==> config.mk <==
export PLATFORM = sky130hd
export DESIGN_NAME = mmio_ctrl
export DESIGN_NICKNAME = d
export VERILOG_FILES = /design/src/rtl/mmio_ctrl.sv
export SDC_FILE = /design/constraint.sdc
export NUM_CORES = 1
export LEC_CHECK = 0
export BUFFER_PORTS_ARGS = -buffer_cell sky130_fd_sc_hd__buf_2
export CORE_AREA = 5 5 79 81
export CTS_CLUSTER_SIZE = 14
export DETAILED_ROUTE_END_ITERATION = 16
export DIE_AREA = 0 0 84 86
export HOLD_SLACK_MARGIN = 0.06
export PLACE_DENSITY = 0.92
export SLEW_MARGIN = 30
export SYNTH_ARGS = -nofsm -noshare
export SYNTH_HDL_FRONTEND = slang
export SYNTH_SLANG_ARGS = --single-unit
==> constraint.sdc <==
create_clock -name clk -period 2.89 [get_ports clk]
set_input_delay 0.289 -clock clk [delete_from_list [all_inputs] [get_ports clk]]
set_output_delay 0.289 -clock clk [all_outputs]
set_load 0.01 [all_outputs]
==> src/rtl/mmio_ctrl.sv <==
// mmio_ctrl: CPU-facing MMIO window with a status register, a UART RX FIFO, a one-byte TX holding register and optional counters.
// Latency: reads are registered and data_out updates one cycle after re_in. RX backpressure comes from uart_rx_ready_out (!full); TX holds one byte until the handshake.
// Config: define MMIO_COUNTERS_EN to build the cycle and instruction counters at 0x10/0x14 and the clear register at 0x18.
module mmio_ctrl #(
  parameter int                AWIDTH    = 32,
  parameter int                DWIDTH    = 32,
  parameter logic [AWIDTH-1:0] BASE_ADDR = 32'h8000_0000,
  parameter int                RX_DEPTH  = 4
) (
  input  logic              clk,
  input  logic              rst_n,
  input  logic [AWIDTH-1:0] addr_in,
  input  logic [DWIDTH-1:0] data_in,
  input  logic              we_in,
  input  logic              re_in,
  output logic [DWIDTH-1:0] data_out,
  input  logic [7:0]        uart_rx_data_in,
  input  logic              uart_rx_valid_in,
  output logic              uart_rx_ready_out,
  output logic [7:0]        uart_tx_data_out,
  output logic              uart_tx_valid_out,
  input  logic              uart_tx_ready_in,
  input  logic              inst_valid_in
);

  localparam int PW = $clog2(RX_DEPTH);
  localparam int CW = PW + 1;

  localparam logic [AWIDTH-1:0] A_STATUS = BASE_ADDR;
  localparam logic [AWIDTH-1:0] A_RXD    = BASE_ADDR + AWIDTH'(4);
  localparam logic [AWIDTH-1:0] A_TXD    = BASE_ADDR + AWIDTH'(8);
  localparam logic [AWIDTH-1:0] A_CYC    = BASE_ADDR + AWIDTH'(16);
  localparam logic [AWIDTH-1:0] A_INS    = BASE_ADDR + AWIDTH'(20);
  localparam logic [AWIDTH-1:0] A_CLR    = BASE_ADDR + AWIDTH'(24);

  logic [7:0]        rx_mem [RX_DEPTH];
  logic [PW-1:0]     rx_wr_ptr;
  logic [PW-1:0]     rx_rd_ptr;
  logic [CW-1:0]     rx_cnt;
  logic              rx_push;
  logic              rx_pop;
  logic              rx_empty;
  logic              tx_full;
  logic [7:0]        tx_data;
  logic              tx_wr;
  logic [DWIDTH-1:0] status;
  logic [DWIDTH-1:0] rdata;
  logic [DWIDTH-1:0] cyc_rd;
  logic [DWIDTH-1:0] ins_rd;
  logic              unused_data;

  // Upper write-data bits are never stored; only the TX byte lane is used.
  assign unused_data = ^(data_in >> 8);

  assign rx_empty          = (rx_cnt == '0);
  assign uart_rx_ready_out = (rx_cnt != CW'(RX_DEPTH));
  assign rx_push           = uart_rx_valid_in && uart_rx_ready_out;
  assign rx_pop            = re_in && (addr_in == A_RXD) && !rx_empty;
  assign tx_wr             = we_in && (addr_in == A_TXD) && !tx_full;
  assign uart_tx_valid_out = tx_full;
  assign uart_tx_data_out  = tx_data;

  // Status word: TX empty, RX non-empty, RX occupancy; everything else reads 0.
  always_comb begin
    status          = '0;
    status[0]       = !tx_full;
    status[1]       = !rx_empty;
    status[2 +: CW] = rx_cnt;
  end

  // Read decode; unmapped and write-only offsets fall through to 0.
  always_comb begin
    rdata = '0;
    case (addr_in)
      A_STATUS: rdata = status;
      A_RXD:    rdata = rx_empty ? '0 : DWIDTH'(rx_mem[rx_rd_ptr]);
      A_CYC:    rdata = cyc_rd;
      A_INS:    rdata = ins_rd;
      default:  rdata = '0;
    endcase
  end

  // Registered read data, held while re_in is low.
  always_ff @(posedge clk or negedge rst_n) begin
    if (!rst_n)     data_out <= '0;
    else if (re_in) data_out <= rdata;
  end

  // FIFO storage carries no reset; validity is tracked by the pointers and count.
  always_ff @(posedge clk) begin
    if (rx_push) rx_mem[rx_wr_ptr] <= uart_rx_data_in;
  end

  // FIFO pointers and occupancy; pointers wrap naturally at the power-of-two depth.
  always_ff @(posedge clk or negedge rst_n) begin
    if (!rst_n) begin
      rx_wr_ptr <= '0;
      rx_rd_ptr <= '0;
      rx_cnt    <= '0;
    end else begin
      if (rx_push) rx_wr_ptr <= rx_wr_ptr + PW'(1);
      if (rx_pop)  rx_rd_ptr <= rx_rd_ptr + PW'(1);
      case ({rx_push, rx_pop})
        2'b10:   rx_cnt <= rx_cnt + CW'(1);
        2'b01:   rx_cnt <= rx_cnt - CW'(1);
        default: rx_cnt <= rx_cnt;
      endcase
    end
  end

  // TX holding register: a write is taken only when empty, so a write on the handshake edge is dropped.
  always_ff @(posedge clk or negedge rst_n) begin
    if (!rst_n) begin
      tx_full <= 1'b0;
      tx_data <= 8'h00;
    end else if (tx_wr) begin
      tx_full <= 1'b1;
      tx_data <= data_in[7:0];
    end else if (tx_full && uart_tx_ready_in) begin
      tx_full <= 1'b0;
    end
  end

`ifdef MMIO_COUNTERS_EN
  logic [DWIDTH-1:0] cyc_cnt;
  logic [DWIDTH-1:0] ins_cnt;
  logic              cnt_clr;

  assign cnt_clr = we_in && (addr_in == A_CLR);
  assign cyc_rd  = cyc_cnt;
  assign ins_rd  = ins_cnt;

  // Free-running counters; a clear write wins over the increment on the same edge.
  always_ff @(posedge clk or negedge rst_n) begin
    if (!rst_n) begin
      cyc_cnt <= '0;
      ins_cnt <= '0;
    end else if (cnt_clr) begin
      cyc_cnt <= '0;
      ins_cnt <= '0;
    end else begin
      cyc_cnt <= cyc_cnt + DWIDTH'(1);
      ins_cnt <= ins_cnt + DWIDTH'(inst_valid_in);
    end
  end
`else
  logic unused_cnt;

  assign cyc_rd     = '0;
  assign ins_rd     = '0;
  assign unused_cnt = inst_valid_in;
`endif

endmodule

==> impl_results.md <==
- DIE AREA: 7224 sq um
- Fmax: 0.4451 GHz
- Layout cell share with drive strength beyond 1: 41.02%
- Initial drt markers: 57
- Die Ht: 86 um
- Worst Hold Class: input pin to flop
- Commonest non-fill, non-tap cell in the layout: buf_2
- Storage cell area: around 1600 sq um
- Via density: 4.927
- Multi-input logic area: ~900 sq um
- CTS buffer count: 5
- Avg WL per Cell: 15.41 um
- Syn Inst Count: between 150 and 200
- Layout area overhead: 16.82%
- Relative slew slack: about three fifths
- Least-Margin Pin Slew: 0.5725 ns
- Setup violators final: 0
- Via count: 1616
- Detail Route Antenna Nets: 0
- Status: finished clean
- DRC Markers: 0
- Largest net degree at the start of global routing: 25
- Most frequent cells in the layout: buf_2 (71), edfxtp_1 (32), conb_1 (24), dfrtp_1 (24), inv_1 (17)
- First-pass GRT wire length: 8.169 mm
- Max-cap violations: 0
- Cells after DPL: 319
- Fin. max-slew vios: 0
- Leakage: roughly 1.4 nW
- Post-Layout Cell Count: 328
- Largest buffer count on any clock path: 2
- Minimum clock period after layout: 2.247 ns
- WP data arrival: 2.49 ns
- Count of hold-fix buffers inserted at cts: 1
- Worst setup EP type: flop
- Mapped cell area: around 2600 sq um
- Peak supply drop: 0.0005978 V
- Port bufs: 71
- Setup crit start: addr_in[9]
- Post-DP HPWL: 3.999 mm
- CORE AREA: 5405 sq um
- PwrDens: a little under 600 nW/um^2
- IO Count: 121
- Number of global-route vias before repair: 1642
- Gr usage total: between 10% and 20%
- #FFs+latches synth: 56
- GRT overflow: 0
- Final period util: about 78%
- CP Data Required Time: 3.13 ns
- Antenna cells: 0
- Fillers: 442
- Cell variety after synth: ~40
- Post-synth EDFFs: 32
- Layout Nets: 340
- Die W: about 84 um
- CP startpoint kind: input pin
- RSZ-0062 raised after global routing: false
- Standard-cell rows: 27
- Worst-path clk slew: 0.10 ns
- Sequential area share after synthesis: 58.98%
- Root buffer cell: clkbuf_8
- Post-cts resize count: 0
- Internal reg-to-reg setup slack: 0.68 ns
- Final core occ: a little under three fifths
- Final count of hold timing violations: 0
- Worst R2R End: rx_cnt[2]
- Clk sinks: 56
- Crit Path Class: input pin to flop
- CTS tree: done
- Async SR Flop Fraction: 42.86%
- Initial Util: between 40 and 50%
- R2R depth: 10
- Worst R2R Start: rx_cnt[0]
- Top FF cell, synth: edfxtp_1
- H-tree depth: 2
- Routability cong.: 0.8499
- Postcts setup bufs: 0
- Post-Syn Area per Cell: approximately 15 sq um
- WL final: 5.056 mm
- Critical Path Fanout Max: 2
- Initial antenna violation count: 0
- YS warnings: 0
- Crit path capture: rx_cnt[2]
- Layout Skew: slightly below 0.008 ns
- Worst-skew pair later-pin latency: 0.31 ns
- Drt first pass iters: 4
- Setup total negative slack: 0 ns
## cell type report
type                       count  area share [%]
tap                           72           2.913
sequential                    56           50.49
multi-input combinational    101           29.09
clock buffer                   5           2.225
timing repair buffer          74           12.30
inverter                      17           2.063
clock inverter                 3          0.9304
## worst min path at each step
stage                   endpoint  cells after the start        startpoint
2_1_floorplan        data_out[0]                      0             rst_n
3_3_place_gp        rx_wr_ptr[1]                      1             rst_n
3_5_place_dp        rx_wr_ptr[1]                      1             rst_n
4_1_cts        uart_tx_valid_out                      2  uart_tx_ready_in
5_1_grt        uart_tx_valid_out                      2  uart_tx_ready_in
6_report       uart_tx_valid_out                      2  uart_tx_ready_in
## registers in the layout, indices dropped and copies added (netlist names)
| name | cells |
|---|---|
| uart_tx_data_out | 8 |
| rx_rd_ptr | 2 |
| rx_mem | 32 |
| rx_cnt | 3 |
| rx_wr_ptr | 2 |
| data_out | 8 |
| uart_tx_valid_out | 1 |
## routing by layer
metal / up-vias / track usage, % / wire (um) / share of wire (%)
li1: 756 / - / - / -
met1: 771 / 16.82 / 2009 / 40
met2: 84 / 25.89 / 2511 / 50
met3: 5 / 4.803 / 483 / 9.6
met4: 0 / 3.947 / 51 / 1.0
met5: - / 0 / 0 / 0
## per-stage QoR
stage,setup slack [ns],power [mW],area [sq um],hold WS (ns)
final,0.6433,1.823,3093,0.1373
after global routing,0.4914,1.923,3093,0.1148
after CTS,0.6300,1.839,3093,0.1242
after detailed placement,0.2925,1.387,2985,0.3044
after global placement,0.3431,1.356,2985,0.2989
after floorplan,0.3823,1.281,2734,-0.006591
## power by group
group,switching [mW],internal [mW]
Sequential,0.0574,0.984
Clock,0.270,0.183
Combinational,0.194,0.133
## synthesized netlist by cell type, types with 2 or more instances
cell type,count,share of area [%]
a41oi_1,3,0.99
and3_1,5,1.2
buf_4,24,6.8
clkbuf_1,2,0.28
dfrtp_1,24,23
edfxtp_1,32,36
ha_1,5,2.4
inv_1,17,2.4
mux2_4,8,4.5
mux4_2,8,6.8
nand2_1,2,0.28
nand3_1,2,0.38
nor2_1,2,0.28
nor2b_1,6,1.4
nor4_1,3,0.71
o21ai_1,3,0.57
o22ai_1,4,0.95
or4_4,3,1.3
xnor2_1,4,1.3
xor2_1,2,0.66
## worst max-delay path: stages
cell and delay (ns):
buf_2 0.10, or4_4 0.56, nor4_4 0.33, nand3_2 0.12, inv_1 0.08, ha_1 0.17
inv_1 0.06, fa_1 0.37, xor2_1 0.15, nor2_1 0.12, xor2_1 0.15
## cell families after synthesis
| group | synth area share (%) |
|---|---|
| muxes | 12.15 |
| buffers and inverters | 10.30 |
| other | 0.1416 |
| adders and majority gates | 3.119 |
| DFF | 58.98 |
| xor gates and xnor gates | 1.985 |
| AOI/OAI and AO/OA | 4.065 |
| and+or+nand+nor | 9.263 |
No activity file was read; power rests on OpenSTA's default activity.
